[config.mk]
export PLATFORM = sky130hd
export DESIGN_NAME = note_scheduler
export DESIGN_NICKNAME = d
export VERILOG_FILES = /design/src/rtl/music_pkg.sv /design/src/rtl/beat_ticker.sv /design/src/rtl/note_scheduler.sv
export SDC_FILE = /design/constraint.sdc
export NUM_CORES = 1
export LEC_CHECK = 0
export ABC_AREA = 1
export BUFFER_PORTS_ARGS = -buffer_cell sky130_fd_sc_hd__clkbuf_2
export CAP_MARGIN = 20
export CORE_ASPECT_RATIO = 0.75
export CORE_MARGIN = 5
export CORE_UTILIZATION = 40
export CTS_BUF_LIST = sky130_fd_sc_hd__clkbuf_16
export DETAILED_ROUTE_END_ITERATION = 10
export SLEW_MARGIN = 5
export SYNTH_ARGS = -nofsm -noshare
export SYNTH_HDL_FRONTEND = slang
export SYNTH_SLANG_ARGS = --single-unit
[constraint.sdc]
create_clock -name clk -period 1.7 [get_ports clk]
set_input_delay 0.17 -clock clk [delete_from_list [all_inputs] [get_ports clk]]
set_output_delay 0.17 -clock clk [all_outputs]
set_load 0.02 [all_outputs]
[src/rtl/music_pkg.sv]
// rtl/music_pkg.sv - shared types and note-frequency constants for the melody scheduler
package music_pkg;

    typedef struct packed {
        logic [15:0] freq;
        logic [7:0]  dur;
    } note_entry_t;

    typedef enum logic [2:0] {
        S_IDLE,
        S_FETCH,
        S_LOAD,
        S_PLAY,
        S_GAP
    } sched_state_t;

    localparam logic [7:0] END_DUR = 8'd0;

    // Frequency codes are the note pitch in Hz
    localparam logic [15:0] NOTE_C4 = 16'd262;
    localparam logic [15:0] NOTE_D4 = 16'd294;
    localparam logic [15:0] NOTE_E4 = 16'd330;
    localparam logic [15:0] NOTE_F4 = 16'd349;
    localparam logic [15:0] NOTE_G4 = 16'd392;
    localparam logic [15:0] NOTE_A4 = 16'd440;
    localparam logic [15:0] NOTE_B4 = 16'd494;
    localparam logic [15:0] NOTE_C5 = 16'd523;

endpackage

[src/rtl/beat_ticker.sv]
// rtl/beat_ticker.sv - one-cycle beat pulse every TICK_DIV clocks, restartable via clr
module beat_ticker #(
    parameter int TICK_DIV = 12_500_000
) (
    input  logic clk,
    input  logic rst,
    input  logic clr,
    output logic tick
);

    localparam int CNT_W = $clog2(TICK_DIV);
    localparam logic [CNT_W-1:0] LAST = CNT_W'(TICK_DIV - 1);

    logic [CNT_W-1:0] cnt;

    always_ff @(posedge clk) begin
        if (rst || clr) begin
            cnt <= '0;
        end else if (cnt == LAST) begin
            cnt <= '0;
        end else begin
            cnt <= cnt + CNT_W'(1);
        end
    end

    // A cleared divider yields its first pulse exactly TICK_DIV cycles after clr drops
    assign tick = (cnt == LAST) && !clr;

endmodule

[src/rtl/note_scheduler.sv]
// rtl/note_scheduler.sv - melody ROM sequencer with beat timing, note gaps and live-key override
module note_scheduler
    import music_pkg::*;
#(
    parameter int ADDR_W    = 8,
    parameter int TICK_DIV  = 12_500_000,
    parameter int GAP_TICKS = 1
) (
    input  logic              clk,
    input  logic              rst,
    input  logic [15:0]       key_freq,
    input  logic              key_on,
    input  logic              play_start,
    input  logic              play_stop,
    input  logic              loop_en,
    output logic [ADDR_W-1:0] rom_addr,
    input  logic [23:0]       rom_data,
    output logic [15:0]       freq,
    output logic              tone_en,
    output logic              playing,
    output logic [ADDR_W-1:0] note_idx
);

    sched_state_t state;
    note_entry_t  entry;
    logic [15:0]  note_freq;
    logic [7:0]   dur_cnt;
    logic [15:0]  gap_cnt;
    logic         tick;
    logic         beat;
    logic         last_addr;

    assign entry     = rom_data;
    assign beat      = tick && !key_on;
    assign last_addr = &rom_addr;
    assign playing   = (state != S_IDLE);

    beat_ticker #(
        .TICK_DIV (TICK_DIV)
    ) u_ticker (
        .clk  (clk),
        .rst  (rst),
        .clr  (state == S_IDLE),
        .tick (tick)
    );

    // freq/tone_en are computed from the next state so they line up with it
    always_ff @(posedge clk) begin
        if (rst) begin
            state     <= S_IDLE;
            rom_addr  <= '0;
            note_idx  <= '0;
            note_freq <= '0;
            dur_cnt   <= '0;
            gap_cnt   <= '0;
            freq      <= '0;
            tone_en   <= 1'b0;
        end else begin
            freq    <= '0;
            tone_en <= 1'b0;
            if (play_stop) begin
                state    <= S_IDLE;
                rom_addr <= '0;
            end else begin
                case (state)
                    S_IDLE: begin
                        if (play_start) begin
                            state    <= S_FETCH;
                            rom_addr <= '0;
                        end
                    end
                    S_FETCH: begin
                        state <= S_LOAD;
                    end
                    S_LOAD: begin
                        if (entry.dur == END_DUR) begin
                            if (loop_en) begin
                                rom_addr <= '0;
                                state    <= S_FETCH;
                            end else begin
                                state <= S_IDLE;
                            end
                        end else begin
                            note_freq <= entry.freq;
                            dur_cnt   <= entry.dur;
                            note_idx  <= rom_addr;
                            state     <= S_PLAY;
                            freq      <= entry.freq;
                            tone_en   <= |entry.freq;
                        end
                    end
                    S_PLAY: begin
                        if (beat && dur_cnt == 8'd1) begin
                            dur_cnt <= '0;
                            if (GAP_TICKS > 0) begin
                                gap_cnt <= 16'(GAP_TICKS);
                                state   <= S_GAP;
                            end else if (!last_addr) begin
                                rom_addr <= rom_addr + ADDR_W'(1);
                                state    <= S_FETCH;
                            end else if (loop_en) begin
                                rom_addr <= '0;
                                state    <= S_FETCH;
                            end else begin
                                state <= S_IDLE;
                            end
                        end else begin
                            if (beat) begin
                                dur_cnt <= dur_cnt - 8'd1;
                            end
                            freq    <= note_freq;
                            tone_en <= |note_freq;
                        end
                    end
                    S_GAP: begin
                        if (beat) begin
                            if (gap_cnt == 16'd1) begin
                                gap_cnt <= '0;
                                if (!last_addr) begin
                                    rom_addr <= rom_addr + ADDR_W'(1);
                                    state    <= S_FETCH;
                                end else if (loop_en) begin
                                    rom_addr <= '0;
                                    state    <= S_FETCH;
                                end else begin
                                    state <= S_IDLE;
                                end
                            end else begin
                                gap_cnt <= gap_cnt - 16'd1;
                            end
                        end
                    end
                    default: begin
                        state <= S_IDLE;
                    end
                endcase
            end
            if (key_on) begin
                freq    <= key_freq;
                tone_en <= 1'b1;
            end
        end
    end

endmodule

==> metrics.md, run 1 <==
| Metric | Value |
|---|---|
| Status | `finished, violations left` |
| Failing checks | `negative setup slack` |
| Main flop type after synthesis | `dfxtp_1` |
| GRT overflow | `0` |
| Nets@finish | `1065` |
| Worst vdd ir | `0.508 mV` |
| Pins Over Slew Limit | `0` |
| WHS Endpoint | `freq[2]` |
| # IOs | `80` |
| Cell family with most CP delay | `simple AND/OR/NAND/NOR gates` |
| Tot GR Track Use | `0.190` |
| Reg-to-reg endpoint | `gap_cnt[6]` |
| Share of cells above drive strength 1 | `0.306` |
| Worst hold stages | `3` |
| WS Path Type | `flip-flop to flip-flop` |
| Core Area | `0.0137 mm²` |
| Initial antenna violation count | `0` |
| Syn_nets | `912` |
| Final min period | `1740 ps` |
| Reg2Reg Launch Point | `u_ticker.cnt[0]` |
| Post-CTS Hold Buffers | `0` |
| Mean Syn Cell Area | `6.43 µm²` |
| Synth Cell Area | `0.00553 mm²` |
| Synth area leader | `dfxtp_1` |
| Min-delay worst type | `primary input to flip-flop` |
| Worst EP arrival | `1960 ps` |
| CP Capture Type | `flip-flop` |
| Crit path required time | `1920 ps` |
| R2R Setup Slk | `-40 ps` |
| Cts bufs inserted | `9` |
| Startpoint Class | `flip-flop` |
| Initial Util | `0.405` |
| Leakage | `3.28 nW` |
| Commonest non-fill, non-tap cell in the layout | `nand2_1` |
| RSZ-0062 raised after global routing | `yes` |
| Crit-path max FO | `8` |
| Initial DRC Count | `279` |
| First-pass GRT wire length | `26100 µm` |
| Post-synth ARST share | `0` |
| WL per Instance | `13.4 µm` |
| CTS root buf | `clkbuf_16` |
| Area delta synth->final | `36.0%` |
| HP Start | `key_freq[2]` |
| Final Cell Area | `0.00752 mm²` |
| CTS tree | `done` |
| Tot Pwr | `5.02 mW` |
| Pwr/cell area | `667 mW/mm²` |
| Reg2reg path depth | `11` |
| F_max | `575 MHz` |
| Max cap viols | `0` |
| CTS Buffer Depth | `2` |
| Area of placed instances | `0.00664 mm²` |
| Register area share after synthesis | `0.362` |
| Cells along the critical path | `ha_4, nand2_4, nor2_4, nand3_2, nor2_4, nand3_4, a21oi_4, buf_12, nand2_4, nand2_1, a21oi_2` |
| TritonCTS Sinks | `100` |
| Final worst-path cycle share | `1.02` |
| Largest cells by area after synthesis | `dfxtp_1 (36%), nand2_1 (16%), nand3_1 (8.7%)` |
| Setup clock skew after layout | `9.82 ps` |
| Final HPWL DP | `11200 µm` |
| Area share of the largest cell type after synthesis | `0.362` |
| Worst Tran Pin Value | `512 ps` |
| Clock-pin slew on the worst setup and hold paths | `70 ps` |
| Antenna-violating nets left | `0` |
| Chip Height | `112 µm` |
| CP startpoint | `u_ticker.cnt[0]` |
| WL final | `16000 µm` |
| Seq cells post-synth | `100` |
| Fin. Hold Viols | `0` |
| Final setup margin | `-39.3 ps` |
| I/O Buffers | `79` |
| Slowest stage delay, CP | `350 ps` |
| Most frequent cells in the layout | `nand2_1 (212), nor2_1 (107), dfxtp_1 (87)` |
| Routability cong. | `0.855` |
| CTS HTree Levels | `3` |
| DIE AREA | `0.0163 mm²` |
| Syn Inst Count | `860` |
| Final-report setup violation count | `16` |
| DRT Pass-1 Iters | `7` |
| Setup TNS Final | `-291 ps` |
| Fill cells | `1321` |
| Vias per cell | `5.00` |
| Worst Path Buf+Inv | `1` |
| # diodes | `0` |
| Yosys cell types | `36` |
| Vias in the first global route | `5449` |
| Max-Slew Margin vs Limit | `0.659` |
| EDFF count, synth | `0` |
| Synth Warn # | `0` |
| Largest net degree at the start of global routing | `43` |
| Pre-CTS WS | `-119 ps` |
| Vias | `5966` |
| CP max-delay cell | `dfxtp_2` |
| Die W | `146 µm` |
| Clock insertion delay at the later pin of the skew report | `360 ps` |
| Row count | `37` |
| # DRC | `0` |
[logic make-up after synthesis]
| kind of cell | share of synthesized area |
|---|---|
| AND/OR/NAND/NOR | 0.403 |
| AO/OA/AOI/OAI | 0.113 |
| buffers and inverters | 0.0828 |
| flip-flops | 0.362 |
| XOR/XNOR | 0.0253 |
| adder cells (fa/ha/maj) | 0.0136 |
[timing repair]
action	in CTS	in global routing
hold endpoints to repair	0	0
pin swaps	25	28
cloned	2	2
resized for setup	23	95
setup buffers	6	4
endpoints found under the setup margin	27	74
[Yosys cell counts (all sizes together) (2+ instances only)]
cell	number
nand2	235
nor4	11
a31oi	2
o21ai	34
a21oi	85
inv	74
clkbuf	13
nor3	17
ha	6
buf	17
or2	12
nand3	97
dfxtp	100
xor2	10
nand4	11
nor2	124
nor3b	2
xnor2	6
[cell type report]
type / count / area (µm²) / share of cell area
tap: 175 / 219 / 0.0291
clock inverter: 7 / 77.6 / 0.0103
clock buffer: 9 / 225 / 0.0299
multi-input combinational: 656 / 3500 / 0.465
inverter: 75 / 282 / 0.0374
timing repair buffer: 171 / 1200 / 0.160
sequential: 100 / 2020 / 0.268
[per-layer routing]
| layer | GRT usage | vias to the layer above | share of wire | wire length, µm |
|---|---|---|---|---|
| met5 | 0 | - | 0 | 0 |
| li1 | - | 3112 | - | - |
| met3 | 0.0456 | 13 | 0.053 | 841 |
| met2 | 0.279 | 143 | 0.42 | 6700 |
| met4 | 0.0493 | 0 | 0.013 | 203 |
| met1 | 0.280 | 2698 | 0.52 | 8260 |
[flip-flops by register name (all words and copies together) (netlist names)]
name          count
dur_cnt           8
state             3
u_ticker.cnt     24
tone_en           1
gap_cnt          16
freq             16
note_freq        16
note_idx          8
rom_addr          8
[worst min-delay path, stage by stage]
cell and delay, ps:
clkbuf_2 80, nand2_1 50, a21oi_1 50
[power breakdown]
group | switching, mW | total [mW] | internal (mW)
Combinational | 0.298 | 0.488 | 0.190
Sequential | 0.0245 | 2.41 | 2.38
Clock | 0.966 | 2.13 | 1.16
[how the worst max path moves through the flow]
stage	endpoint	cells after the start	slack, ps
after floorplan	gap_cnt[7]	11	20
after global placement	rom_addr[2]	10	-80
after detailed placement	gap_cnt[6]	10	-120
after CTS	gap_cnt[7]	11	-70
after global routing	gap_cnt[7]	11	-150
final	gap_cnt[6]	11	-40
[stage by stage]
step,util,instances,hold WS (ps)
finish,0.551,1193,35.6
global route,0.551,1193,36.3
CTS,0.520,1189,20.1
detailed placement,0.486,1165,412
global placement,0.486,1165,406
floorplan,-,860,317
Power figures use the tool's default switching activity.
==> run 2, diff against run 1 <==
CORE_MARGIN = not set   (was 5)
CTS_CLUSTER_SIZE = 24   (was not set)
PLACE_DENSITY = 0.67   (was not set)
==> run 2 against run 1 <==
Effect of this change:
- the run still ends with negative setup slack left
- design area is 4.5% higher
- first-iteration DRC count increased by 59%
- global-route usage is 3.8 points higher
- non-clock buffer count grew 3
- register-to-register slack worse by 80 ps
- worst hold slack better by 8.0 ps
- via count increased by 4.0%
- flip-flop and latch count stayed put
- clock skew about the same
==> metrics.md, run 2 (synthesis gave the netlist of run 1 again) <==
| Metric | Value |
|---|---|
| Met2 usage | `0.322 (+0.0432)` |
| Sw power | `1.34 mW (+3.9%)` |
| Failing checks | `negative setup slack` |
| CTS root buf | `clkbuf_16` |
| Vias in the first global route | `5410 (-0.72%)` |
| Int Pwr | `3.59 mW (-3.8%)` |
| Final min period | `1820 ps (+84.9 ps)` |
| Die W | `138 µm (-5.5%)` |
| Status | `finished, violations left` |
| Reg with most FFs | `u_ticker.cnt` |
| Sw Share | `0.272 (+0.0150)` |
| WS Path Type | `flip-flop to flip-flop` |
| Clock insertion delay at the later pin of the skew report | `350 ps (about the same)` |
| Clock share of power | `0.409 (-0.015)` |
| Setup TNS Final | `-2620 ps (-2330 ps)` |
| CTS HTree Levels | `3 (unchanged)` |
| Pins Over Slew Limit | `0 (unchanged)` |
| Largest net degree at the start of global routing | `33 (-23%)` |
| Seq pwr share | `0.488 (+0.009)` |
| Slowest stage delay, CP | `340 ps (about the same)` |
| Cts bufs inserted | `9 (unchanged)` |
| Core Area | `0.0132 mm² (-3.0%)` |
| Vias per cell | `5.21 (+4.1%)` |
| GRT overflow | `0 (unchanged)` |
| Fill cells | `1188 (-10%)` |
| Crit path required time | `1950 ps (+30 ps)` |
| Initial DRC Count | `444 (+59%)` |
| Cells along the critical path | `nor2_2, nand2_2, nor2_4, nand2_2, nor2_4, buf_6, nand3_4, clkbuf_16, a21oi_2, nand2_1, nand2_1, inv_1` |
| Routability cong. | `0.907 (+6.1%)` |
| Chip Height | `104 µm (-7.2%)` |
| WL per Instance | `14.6 µm (+9.0%)` |
| Vias | `6206 (+4.0%)` |
| GR Util met1 | `0.350 (+0.0707)` |
| Row count | `36 (-2.7%)` |
| Antenna-violating nets left | `0 (unchanged)` |
| Final HPWL DP | `10900 µm (-3.0%)` |
| Crit-path max FO | `6 (-2)` |
| Commonest non-fill, non-tap cell in the layout | `nand2_1` |
| Worst EP arrival | `2070 ps (+110 ps)` |
| Max-Slew Margin vs Limit | `0.681 (+0.0222)` |
| Share of cells above drive strength 1 | `0.364 (+0.0579)` |
| Initial Util | `0.418 (+0.0127)` |
| DIE AREA | `0.0143 mm² (-12%)` |
| # IOs | `80 (unchanged)` |
| Tot GR Track Use | `0.228 (+0.0376)` |
| Min-delay worst type | `primary input to flip-flop` |
| Worst vdd ir | `0.515 mV (+1.4%)` |
| TritonCTS Sinks | `100 (unchanged)` |
| Comb pwr share | `0.103 (+0.006)` |
| Nets@finish | `1068 (+0.28%)` |
| F_max | `548 MHz (-4.7%)` |
| CTS tree | `done` |
| Multi-input gate area | `0.00379 mm² (+8.3%)` |
| # DRC | `0 (unchanged)` |
| Final Cell Area | `0.00786 mm² (+4.5%)` |
| Max cap viols | `0 (unchanged)` |
| I/O Buffers | `79 (unchanged)` |
| Startpoint Class | `flip-flop` |
| CP max-delay cell | `dfxtp_1` |
| Grt met3 use | `0.0429 (-0.00268)` |
| Worst Tran Pin Value | `479 ps (-33.3 ps)` |
| RSZ-0062 raised after global routing | `yes` |
| Area of placed instances | `0.00663 mm² (-0.11%)` |
| FF/Latch Area | `0.00202 mm² (+0.31%)` |
| Area delta synth->final | `42.1%` |
| Clock-pin slew on the worst setup and hold paths | `80 ps (about the same)` |
| # diodes | `0 (unchanged)` |
| Final setup margin | `-124 ps (-84.9 ps)` |
| Final core utilization | `0.594 (+0.0429)` |
| WL final | `17400 µm (+8.9%)` |
| GRT busiest layer | `met1` |
| CTS Buffer Depth | `2 (unchanged)` |
| Pwr/cell area | `627 mW/mm² (-6.1%)` |
| Initial antenna violation count | `0 (unchanged)` |
| First-pass GRT wire length | `26300 µm (+0.55%)` |
| Post-CTS Hold Buffers | `0 (unchanged)` |
| Leakage | `3.32 nW (+1.3%)` |
| DRT Pass-1 Iters | `5 (-2)` |
| Setup clock skew after layout | `10.1 ps (+0.247 ps)` |
| Final worst-path cycle share | `1.07 (+0.0499)` |
| CP Capture Type | `flip-flop` |
| Most frequent cells in the layout | `nand2_1 (194), nor2_1 (103), dfxtp_1 (82)` |
| Fin. Hold Viols | `0 (unchanged)` |
| Final-report setup violation count | `36 (+20)` |
| Largest register FFs | `24 (unchanged)` |
-- run 2: changes by cell type in the layout (fill, tap and decap cells not counted), sizes merged --
cell	previous run	this run
clkbuf	89	91
clkinv	3	5
inv	78	76
buf	91	92
bufinv	1	0
clkinvlp	0	1
-- run 2: per-stage QoR --
stage / power [mW] / setup slack, ps / instances / hold slack [ps]
after floorplan: 2.72 / 22.9 / 860 / 317
after global placement: 2.90 / -75.8 / 1159 / 408
after detailed placement: 2.90 / -97.6 / 1159 / 409
after CTS: 4.94 / -79.8 / 1184 / 38.6
after global routing: 5.11 / -207 / 1192 / 40.1
final: 4.93 / -124 / 1192 / 43.6
-- run 2: worst max-delay path: cells and delay by family, from the launching register on --
kind / cells / cell delay, ps
AND/OR/NAND/NOR: 8 / 870
buffers and inverters: 3 / 380
flip-flops: 1 / 340
AO/OA/AOI/OAI: 1 / 130
-- run 2: cell type report --
| type | count | share of cell area |
|---|---|---|
| clock buffer | 9 | 0.0286 |
| sequential | 100 | 0.257 |
| multi-input combinational | 656 | 0.482 |
| timing repair buffer | 174 | 0.161 |
| clock inverter | 7 | 0.00796 |
| inverter | 75 | 0.0361 |
| tap | 171 | 0.0272 |
-- run 2: final timing paths --
kind	startpoint	to	slack, ps	cells after the start
worst min register to register	note_idx[4]	note_idx[4]	460	2
worst max-delay path	u_ticker.cnt[5]	state[0]	-120	12
worst max register to register	u_ticker.cnt[5]	state[0]	-120	12
worst min-delay path	key_freq[1]	freq[1]	40	3
-- run 2: power groups by stage --
stage               clock network (mW)  registers, mW  logic (mW)
detailed placement                   0           2.46       0.446
floorplan                            0           2.49       0.226
CTS                               2.05           2.40       0.487
finish                            2.01           2.41       0.508
global placement                     0           2.46       0.445
global route                      2.15           2.41       0.554
-- run 2: timing repair --
item	4_1_cts	5_1_grt
gates cloned	3	4
resized for setup	48	152
buffers inserted	6	6
pin swaps	33	34
endpoints found under the setup margin	47	70
-- run 2: routing by layer --
metal / wire length, µm / vias up
met5: 0 / -
met4: 347 / 0
met3: 1090 / 34
met2: 7610 / 208
met1: 8380 / 2843
li1: - / 3121
